`config.mk`:
```
export PLATFORM = sky130hd
export DESIGN_NAME = mem_arbiter
export DESIGN_NICKNAME = d
export VERILOG_FILES = /design/src/rtl/mem_arbiter.sv
export SDC_FILE = /design/constraint.sdc
export NUM_CORES = 1
export LEC_CHECK = 0
export BUFFER_PORTS_ARGS = -buffer_cell sky130_fd_sc_hd__clkbuf_2
export CORE_MARGIN = 5
export CORE_UTILIZATION = 40
export DETAILED_ROUTE_END_ITERATION = 8
export HOLD_SLACK_MARGIN = 0.05
export PLACE_DENSITY = 0.73
export REMOVE_ABC_BUFFERS = 1
export SLEW_MARGIN = 5
export SYNTH_ARGS = -nofsm -noshare
export SYNTH_HDL_FRONTEND = slang
export SYNTH_SLANG_ARGS = --single-unit
```
`constraint.sdc`:
```
create_clock -name clk -period 4.15 [get_ports clk]
set_input_delay 0.415 -clock clk [delete_from_list [all_inputs] [get_ports clk]]
set_output_delay 0.415 -clock clk [all_outputs]
set_load 0.01 [all_outputs]
```
`src/rtl/mem_arbiter.sv`:
```
// mem_arbiter: owns the byte-wide external RAM/IO port and shares it between
// the instruction cache (8-byte block fetches) and the load/store unit
// (1/2/4-byte accesses). Each request is serialised into byte transfers.
module mem_arbiter #(
   parameter logic [1:0] IO_TAG = 2'b11
) (
   input  logic        clk,
   input  logic        rst,
   input  logic        rdy,
   input  logic        clear,
   input  logic        ic_en,
   input  logic [31:0] ic_addr,
   output logic        ic_valid,
   output logic [63:0] ic_blk,
   input  logic        ls_en,
   input  logic        ls_wr,
   input  logic [31:0] ls_addr,
   input  logic [1:0]  ls_len,
   input  logic [31:0] ls_wdata,
   output logic        ls_valid,
   output logic [31:0] ls_rdata,
   input  logic [7:0]  mem_din,
   output logic [7:0]  mem_dout,
   output logic [31:0] mem_a,
   output logic        mem_wr,
   input  logic        io_buffer_full
);

   typedef enum logic [1:0] {IDLE, RD, WR, DONE} state_t;

   state_t      state, state_n;
   logic        serve_ic, serve_ic_n;
   logic [31:0] base, base_n;
   logic [3:0]  nbytes, nbytes_n;
   logic [31:0] wdata, wdata_n;
   logic [3:0]  step, step_n;
   logic [63:0] rbuf, rbuf_n;
   logic [31:0] mem_a_n;
   logic [7:0]  mem_dout_n;
   logic        wr_q, wr_n;
   logic        ic_valid_n, ls_valid_n;
   logic [63:0] ic_blk_n;
   logic [31:0] ls_rdata_n;
   logic        launch;
   logic [2:0]  cap_idx;

   // Byte count for a load/store length code; code 3 behaves like a word.
   function automatic logic [3:0] len_bytes(input logic [1:0] len);
      case (len)
         2'd0:    len_bytes = 4'd1;
         2'd1:    len_bytes = 4'd2;
         default: len_bytes = 4'd4;
      endcase
   endfunction

   // Read data lags the address by two edges, so the byte landing at step k is byte k-2.
   assign cap_idx = 3'(step - 4'd2);

   // The write strobe is suppressed combinationally whenever the block is frozen.
   assign mem_wr = wr_q & rdy;

   // State and datapath registers: reset wins, otherwise advance only while rdy is high.
   always_ff @(posedge clk) begin
      if (!rst) begin
         state    <= IDLE;
         serve_ic <= 1'b0;
         base     <= '0;
         nbytes   <= '0;
         wdata    <= '0;
         step     <= '0;
         rbuf     <= '0;
         mem_a    <= '0;
         mem_dout <= '0;
         wr_q     <= 1'b0;
         ic_valid <= 1'b0;
         ls_valid <= 1'b0;
         ic_blk   <= '0;
         ls_rdata <= '0;
      end else if (rdy) begin
         state    <= state_n;
         serve_ic <= serve_ic_n;
         base     <= base_n;
         nbytes   <= nbytes_n;
         wdata    <= wdata_n;
         step     <= step_n;
         rbuf     <= rbuf_n;
         mem_a    <= mem_a_n;
         mem_dout <= mem_dout_n;
         wr_q     <= wr_n;
         ic_valid <= ic_valid_n;
         ls_valid <= ls_valid_n;
         ic_blk   <= ic_blk_n;
         ls_rdata <= ls_rdata_n;
      end
   end

   // Next-state and datapath: arbitration in IDLE, byte sequencing in RD/WR, one-cycle DONE.
   always_comb begin
      state_n    = state;
      serve_ic_n = serve_ic;
      base_n     = base;
      nbytes_n   = nbytes;
      wdata_n    = wdata;
      step_n     = step;
      rbuf_n     = rbuf;
      mem_a_n    = mem_a;
      mem_dout_n = mem_dout;
      wr_n       = 1'b0;
      ic_valid_n = 1'b0;
      ls_valid_n = 1'b0;
      ic_blk_n   = ic_blk;
      ls_rdata_n = ls_rdata;
      launch     = 1'b0;

      case (state)
         IDLE: begin
            if (ls_en) begin
               serve_ic_n = 1'b0;
               base_n     = ls_addr;
               nbytes_n   = len_bytes(ls_len);
               wdata_n    = ls_wdata;
               rbuf_n     = '0;
               step_n     = 4'd0;
               if (ls_wr) begin
                  state_n = WR;
                  launch  = 1'b1;
               end else begin
                  state_n = RD;
                  mem_a_n = ls_addr;
                  step_n  = 4'd1;
               end
            end else if (ic_en && !clear) begin
               serve_ic_n = 1'b1;
               base_n     = ic_addr;
               nbytes_n   = 4'd8;
               rbuf_n     = '0;
               state_n    = RD;
               mem_a_n    = ic_addr;
               step_n     = 4'd1;
            end
         end
         RD: begin
            if (serve_ic && clear) begin
               state_n = IDLE;
               mem_a_n = '0;
            end else begin
               if (step < nbytes) begin
                  mem_a_n = base + {28'd0, step};
               end
               if (step >= 4'd2) begin
                  rbuf_n[{cap_idx, 3'b000} +: 8] = mem_din;
               end
               if (step == nbytes + 4'd1) begin
                  state_n = DONE;
                  if (serve_ic) begin
                     ic_blk_n   = rbuf_n;
                     ic_valid_n = 1'b1;
                  end else begin
                     ls_rdata_n = rbuf_n[31:0];
                     ls_valid_n = 1'b1;
                  end
               end
               step_n = step + 4'd1;
            end
         end
         WR: begin
            if (step == nbytes) begin
               ls_valid_n = 1'b1;
               state_n    = DONE;
            end else begin
               launch = 1'b1;
            end
         end
         DONE: begin
            state_n = IDLE;
            mem_a_n = '0;
         end
         default: begin
            state_n = IDLE;
         end
      endcase

      if (launch && !(base_n[17:16] == IO_TAG && io_buffer_full)) begin
         mem_a_n    = base_n + {28'd0, step_n};
         mem_dout_n = wdata_n[{step_n[1:0], 3'b000} +: 8];
         wr_n       = 1'b1;
         step_n     = step_n + 4'd1;
      end
   end

endmodule
```
==> reports/results.tsv, run 1 <==
stage	metric	value	unit
run_status	status	finished, final reports clean	
logic_synthesis	leading cell types by total area after synthesis	dfxtp_1 38%, nor2_1 8.4%, a211oi_1 7.3%	
logic_synthesis	number of enable-type register cells in the synthesized netlist	0	
final_layout	fraction of final layout cells with drive strength greater than 1	0.187	
clock_tree	# hold bufs at CTS	0	
clock_tree	Post-CTS Setup Inserts	0	
global_routing	pin count of the biggest net entering global routing	125	
clock_tree	CTS H-Tree Depth	2	
floorplanning	standard-cell row count	69	
setup_path	startpoint types	flop	
place	DP Wirelength	33300	um
detailed_routing	number of nets still failing antenna checks after routing	0	
global_routing	met3 demand-to-capacity share in global routing	0.0422	
detailed_routing	via density per instance	5.76	
clock_tree	clock slew at the register clock pins of the worst setup and hold paths	60	ps
power	largest voltage drop on the vdd net	0.000290	V
global_routing	initial antenna violation count	3	
place	final weighted congestion of routability-driven global placement	0.910	
hold_path	worst hold path stage count	3	
setup_path	Crit. End Element	flop	
global_routing	global-route met1 utilization	0.301	
detailed_routing	number of search-and-repair iterations in the first detailed-routing pass	7	
setup_path	depth of the worst register-to-register path	14	
floorplanning	area enclosed by the die boundary	40200	um2
floorplanning	Core Footprint	35700	um2
place	cell area reported after detailed placement	16200	um2
timing	Hold Fails Final Rpt	0	
global_routing	first-pass GRT wire length	75800	um
setup_path	data arrival time at the worst-slack endpoint	4210	ps
clock_tree	Clock Sinks	277	
final_layout	Layout Nets	2172	
logic_synthesis	adder and majority cell fraction of the synthesized area	0.0260	
timing	total count of max-transition violations in the final report	0	
logic_synthesis	cell area after synthesis	14500	um2
global_routing	vias in the first global route	13800	
logic_synthesis	combinational family with the most area after synthesis	compound AO/OA/AOI/OAI gates	
logic_synthesis	post-synthesis area per instance	7.89	um2
setup_path	worst path required time	4590	ps
detailed_routing	routed len/inst	19.2	um
global_routing	total global-route track usage	0.226	
floorplanning	effective utilization at floorplan	0.406	
detailed_routing	initial DRC count	1266	
logic_synthesis	Async SR Flop Fraction	0	
logic_synthesis	post-synthesis instance total	1841	
logic_synthesis	Unique masters post-synth	80	
hold_path	Hold Path Class	in2reg	
timing	final critical-path share of the clock period	0.910	
detailed_routing	DRC Markers	0	
timing	unrepaired setup endpoints after global routing	false	
logic_synthesis	leading area contributor after synthesis	dfxtp_1	
floorplanning	chip width	201	um
floorplanning	vertical die dimension	201	um
timing	actual transition at the worst max-transition pin	1210	ps
timing	Worst slew margin	0.189	
logic_synthesis	Warnings, synthesis	0	
timing	clock tree skew after final layout	22.1	ps
place	Placed Cells incl. Taps	2454	
clock_tree	Max Root-Sink Buffers	3	
timing	highest achievable clock rate	0.265	GHz
timing	post-layout min period	3780	ps
clock_tree	Clock Root Buffer	clkbuf_16	
global_routing	routing usage on met2	0.373	
setup_path	Max Fanout on Critical Path	16	
floorplanning	IO Pins	253	
clock_tree	later-pin clock latency in the skew report	520	ps
clock_tree	cells resized by post-CTS repair	0	
run	max-cap viol count	0	
timing	final setup violating endpoints	0	
final_layout	synth-to-layout area growth	19.8	%
setup_path	Crit Path Category	reg2reg	
clock_tree	TritonCTS buffer count	34	
logic_synthesis	synthesized-area fraction occupied by xor and xnor cells	0.0386	
place	PortBufs	252	
global_routing	global-route congestion overflow total	0	
power	leak pwr	6.59	nW
logic_synthesis	post-synthesis register bit count	277	
logic_synthesis	Synth Area in Simple Gates	0.203	
detailed_routing	total number of vias	14500	
logic_synthesis	sequential-to-total area share from yosys stat	0.382	
logic_synthesis	synthesized-area fraction occupied by ao, oa, aoi and oai cells	0.264	
detailed_routing	Routed WL	48300	um
final_layout	filler-free cell count of the finished design	2516	
power	Power per Cell Area	451	nW/um2
logic_synthesis	fraction of synthesized area in multiplexers	0.0377	
logic_synthesis	fraction of synthesized cell area taken by the top area cell type	0.382	
clock_tree	CTS tree	yes	
final_layout	Design Area, Final	17400	um2
logic_synthesis	Primary FF master, synth	dfxtp_1	
global_routing	GR peak layer	met2	
logic make-up (layout without fill, tap and decap cells):
kind of cell,count (synthesis),in the layout
flip-flops,277,277
adder cells (fa/ha/maj),29,29
AO/OA/AOI/OAI,563,563
XOR/XNOR,64,64
AND/OR/NAND/NOR,679,679
other,0,2
multiplexers,54,54
buffers and inverters,175,387
flip-flops by register name, indices dropped and copies added, names as in the netlist:
signal	count
mem_dout	8
wdata	32
state	2
ic_valid	1
ls_rdata	32
ls_valid	1
ic_blk	64
base	32
wr_q	1
nbytes	3
serve_ic	1
mem_a	32
rbuf	64
step	4
final cells by class:
| type | instances | area [um2] |
|---|---|---|
| Multi-Input combinational cell | 1389 | 8290 |
| Tap cell | 461 | 577 |
| Clock inverter | 18 | 255 |
| Inverter | 28 | 113 |
| Fill cell | 3448 | 18400 |
| Antenna cell | 2 | 5.00 |
| Timing Repair Buffer | 299 | 1650 |
| Sequential cell | 277 | 5550 |
| Clock buffer | 42 | 952 |
final timing paths:
kind / startpoint / slack [ps] / to
min: ls_wdata[29] / 130 / wdata[29]
min reg2reg: wdata[22] / 450 / wdata[22]
max reg2reg: state[0] / 370 / mem_a[19]
max: state[0] / 370 / mem_a[19]
worst max-delay path, stage by stage, from the launching register on:
cell and delay [ps]:
dfxtp_1 430, inv_1 120, ha_1 240, buf_4 210, nand3_1 120, o21ai_0 160, a22o_1 320, ha_1 350
o21a_1 210, a21oi_1 290, a21o_1 360, nor2_1 150, and3_1 210, o311a_1 320, a211oi_1 210
cell usage in the layout, fill, tap and decap left out, drive strengths merged, types with 7 or more instances in the layout:
| cell type | count |
|---|---|
| nor3 | 20 |
| ha | 27 |
| and2 | 21 |
| a32oi | 29 |
| nand4 | 14 |
| clkinv | 9 |
| o22ai | 7 |
| inv | 28 |
| a211oi | 142 |
| a21o | 7 |
| dfxtp | 277 |
| o211ai | 15 |
| buf | 48 |
| a21oi | 161 |
| nand2 | 204 |
| mux2i | 52 |
| nand3 | 44 |
| o21ai | 62 |
| o221ai | 17 |
| a22oi | 30 |
| clkbuf | 293 |
| a31oi | 11 |
| xor2 | 30 |
| a2bb2oi | 24 |
| xnor2 | 34 |
| and3 | 7 |
| nor2 | 324 |
| a311oi | 10 |
| nor4 | 9 |
| a22o | 9 |
metal layers:
layer	wire length, um	part of all wire
met1	21100	0.44
met2	22200	0.46
met3	3460	0.072
met4	1460	0.030
met5	20	0.00041
synth_stat cells (10+ instances only):
master	instances
clkbuf_1	109
a2bb2oi_1	24
nand2_1	204
buf_1	10
a32oi_1	29
a311oi_1	10
a22oi_1	30
o21ai_0	58
mux2i_1	52
xor2_1	30
a211oi_1	142
nand4_1	13
o221ai_1	17
inv_1	26
ha_1	27
nor2_1	324
xnor2_1	34
nor3_1	18
dfxtp_1	277
nand3_1	43
a21oi_1	160
a31oi_1	11
and2_1	21
buf_2	24
o211ai_1	15
through the flow:
stage	setup TNS, ps	power [mW]	hold WS (ps)	setup WS [ps]	utilization
2_1_floorplan	-146610	3.98	432	-1760	-
3_5_place_dp	0	4.66	443	430	0.453
3_3_place_gp	0	4.64	437	602	0.453
5_1_grt	0	8.18	126	144	0.486
6_report	0	7.84	131	375	0.487
4_1_cts	0	7.88	105	416	0.486
power by group:
group          internal, mW  switching, mW  total, mW
Sequential             2.80          0.121       2.92
Combinational         0.590           1.12       1.71
Clock                  2.01           1.20       3.21
Total                  5.39           2.44       7.84
No activity file was read; power rests on OpenSTA's default activity.
==> run 2: changes to the inputs <==
--- a/config.mk
+++ b/config.mk
@@ -12,6 +12,7 @@
 export HOLD_SLACK_MARGIN = 0.05
 export PLACE_DENSITY = 0.73
 export REMOVE_ABC_BUFFERS = 1
+export SETUP_SLACK_MARGIN = 0.4
 export SLEW_MARGIN = 5
 export SYNTH_ARGS = -nofsm -noshare
 export SYNTH_HDL_FRONTEND = slang
==> constraint.sdc (replaced) <==
create_clock -name clk -period 4.15 [get_ports clk]
set_input_delay 0.2075 -clock clk [delete_from_list [all_inputs] [get_ports clk]]
set_output_delay 0.2075 -clock clk [all_outputs]
set_load 0.01 [all_outputs]
==> reports/results.tsv, run 2 (synthesized netlist as in run 1, its figures left out) <==
stage	metric	value	unit
detailed_routing	number of nets still failing antenna checks after routing	0	
power	Clk pwr share	0.378	
timing	post-layout min period	3550	ps
final_layout	number of fillers in the final layout	3474	
detailed_routing	uppermost metal layer occupied by signal nets	met5	
timing	Hold Fails Final Rpt	0	
detailed_routing	total number of vias	14600	
clock_tree	Post-CTS Setup Inserts	0	
run_status	status	finished, final reports clean	
clock_tree	Clock Sinks	277	
detailed_routing	metal3 WL	3170	um
final_layout	final core utilization	0.493	
setup_path	worst path required time	4610	ps
detailed_routing	routed len/inst	18.9	um
timing	total count of max-transition violations in the final report	0	
power	leak pwr	6.66	nW
power	share of total power in combinational logic	0.233	
setup_path	endpoint of the worst register-to-register path	mem_a[27]	
floorplanning	standard-cell row count	69	
floorplanning	IO Pins	253	
final_layout	fraction of final layout cells with drive strength greater than 1	0.183	
power	switching share of total power	0.319	
timing	highest achievable clock rate	0.282	GHz
global_routing	global-route congestion overflow total	0	
power	total net switching power	2.39	mW
detailed_routing	met2 wirelength from detailed routing	22500	um
final_layout	commonest cells after routing, fill and taps aside	320 x nor2_1, 276 x dfxtp_1, 251 x clkbuf_2	
timing	final critical-path share of the clock period	0.855	
floorplanning	vertical die dimension	201	um
setup_path	Crit Path Category	reg2reg	
setup_path	crit path from	state[1]	
clock_tree	Max Root-Sink Buffers	3	
timing	unrepaired setup endpoints after global routing	true	
final_layout	filler-free cell count of the finished design	2548	
setup_path	R2R Setup Slk	600	ps
setup_path	startpoint types	flop	
floorplanning	area enclosed by the die boundary	40200	um2
place	Placed Cells incl. Taps	2452	
place	final weighted congestion of routability-driven global placement	0.953	
hold_path	Hold Path Class	in2reg	
floorplanning	chip width	201	um
timing	clock tree skew after final layout	11.0	ps
global_routing	initial antenna violation count	4	
run	max-cap viol count	0	
detailed_routing	via density per instance	5.74	
setup_path	Max Fanout on Critical Path	13	
global_routing	first-pass GRT wire length	77000	um
global_routing	total global-route track usage	0.227	
timing	actual transition at the worst max-transition pin	936	ps
floorplanning	effective utilization at floorplan	0.406	
final_layout	Layout Nets	2204	
global_routing	pin count of the biggest net entering global routing	122	
setup_path	Reg-to-Reg Start	state[1]	
detailed_routing	DRC Markers	0	
power	largest voltage drop on the vdd net	0.000319	V
clock_tree	CTS H-Tree Depth	1	
final_layout	biggest registers after layout	ic_blk (64), rbuf (64)	
power	proportion of power drawn by flip-flops and latches	0.389	
final_layout	synth-to-layout area growth	21.4	%
clock_tree	clock slew at the register clock pins of the worst setup and hold paths	60	ps
timing	Worst slew margin	0.372	
place	DP Wirelength	33400	um
clock_tree	TritonCTS buffer count	31	
power	Power per Cell Area	426	nW/um2
setup_path	data arrival time at the worst-slack endpoint	4010	ps
setup_path	depth of the worst register-to-register path	15	
setup_path	Crit. End Element	flop	
power	Pint	5.11	mW
timing	final setup violating endpoints	0	
final_layout	most common cell after layout, fill and taps aside	nor2_1	
floorplanning	Core Footprint	35700	um2
clock_tree	later-pin clock latency in the skew report	570	ps
clock_tree	Clock Root Buffer	clkbuf_16	
setup_path	endpoint of the most critical setup path	mem_a[27]	
detailed_routing	initial DRC count	1249	
timing	sum of negative setup slack	0	ps
detailed_routing	number of search-and-repair iterations in the first detailed-routing pass	6	
detailed_routing	Routed WL	48200	um
clock_tree	CTS tree	yes	
global_routing	vias in the first global route	14200	
place	PortBufs	252	
detailed_routing	Metal-1 WL	20800	um
-- run 2: cell count changes in the layout (fill, tap and decap cells not counted), sizes merged --
cell,change
inv,-1
buf,-2
clkinvlp,+1
diode,+1
dlygate4sd3,+37
clkbuf,+1
clkinv,-2
bufinv,-3
-- run 2: power by group through the flow --
stage | Combinational (mW) | Sequential [mW] | Clock (mW)
finish | 1.75 | 2.92 | 2.84
detailed placement | 1.68 | 2.97 | 0
global route | 1.90 | 2.93 | 3.03
CTS | 1.72 | 2.91 | 2.92
floorplan | 0.995 | 2.98 | 0
global placement | 1.66 | 2.97 | 0
-- run 2: cell type report --
| cell class | instances | area [um2] | share of cell area |
|---|---|---|---|
| Timing Repair Buffer | 334 | 2010 | 0.114 |
| Inverter | 28 | 116 | 0.00660 |
| Clock inverter | 13 | 163 | 0.00923 |
| Multi-Input combinational cell | 1389 | 8300 | 0.471 |
| Sequential cell | 277 | 5550 | 0.315 |
| Clock buffer | 43 | 901 | 0.0511 |
| Antenna cell | 3 | 7.51 | 0.000426 |
| Tap cell | 461 | 577 | 0.0327 |
-- run 2: what timing repair did --
action,4_1_cts,5_1_grt
setup endpoints to repair,0,6
hold buffers,37,0
endpoints found under the hold margin,38,0
gates resized for setup,0,7
-- run 2: routing by layer --
metal	up-vias	global-route usage
met4	2	0.0765
li1	7054	-
met2	553	0.377
met1	6915	0.299
met3	114	0.0415
met5	-	0
-- run 2: how the worst min path moves through the flow --
stage | from | endpoint | slack (ps) | cells after the start
2_1_floorplan | rst | mem_a[10] | 330 | 1
6_report | mem_din[7] | rbuf[7] | 100 | 3
5_1_grt | ic_addr[21] | base[21] | 100 | 4
4_1_cts | mem_din[7] | rbuf[7] | 60 | 3
3_5_place_dp | wdata[4] | wdata[4] | 440 | 2
3_3_place_gp | wdata[1] | wdata[1] | 440 | 2
-- run 2: critical path, stage by stage, from the launching register on --
cell and delay [ps]:
dfxtp_1 380, inv_1 120, ha_1 230, buf_4 200
nand3_1 120, o21ai_1 130, nand2_1 100, o21ai_0 180
ha_1 410, o21a_1 160, a21oi_1 100, a21o_2 290
nor4_4 410, nand2_1 130, xnor2_1 150, a2111oi_2 350
-- run 2: stage by stage --
step | hold slack [ps] | power [mW] | worst slack (ps) | area, um2
floorplan | 325 | 3.98 | -1760 | 13900
global placement | 437 | 4.62 | 610 | 16200
detailed placement | 442 | 4.66 | 428 | 16200
CTS | 64.1 | 7.55 | 406 | 17600
global route | 97.2 | 7.86 | 325 | 17600
finish | 100 | 7.50 | 600 | 17600
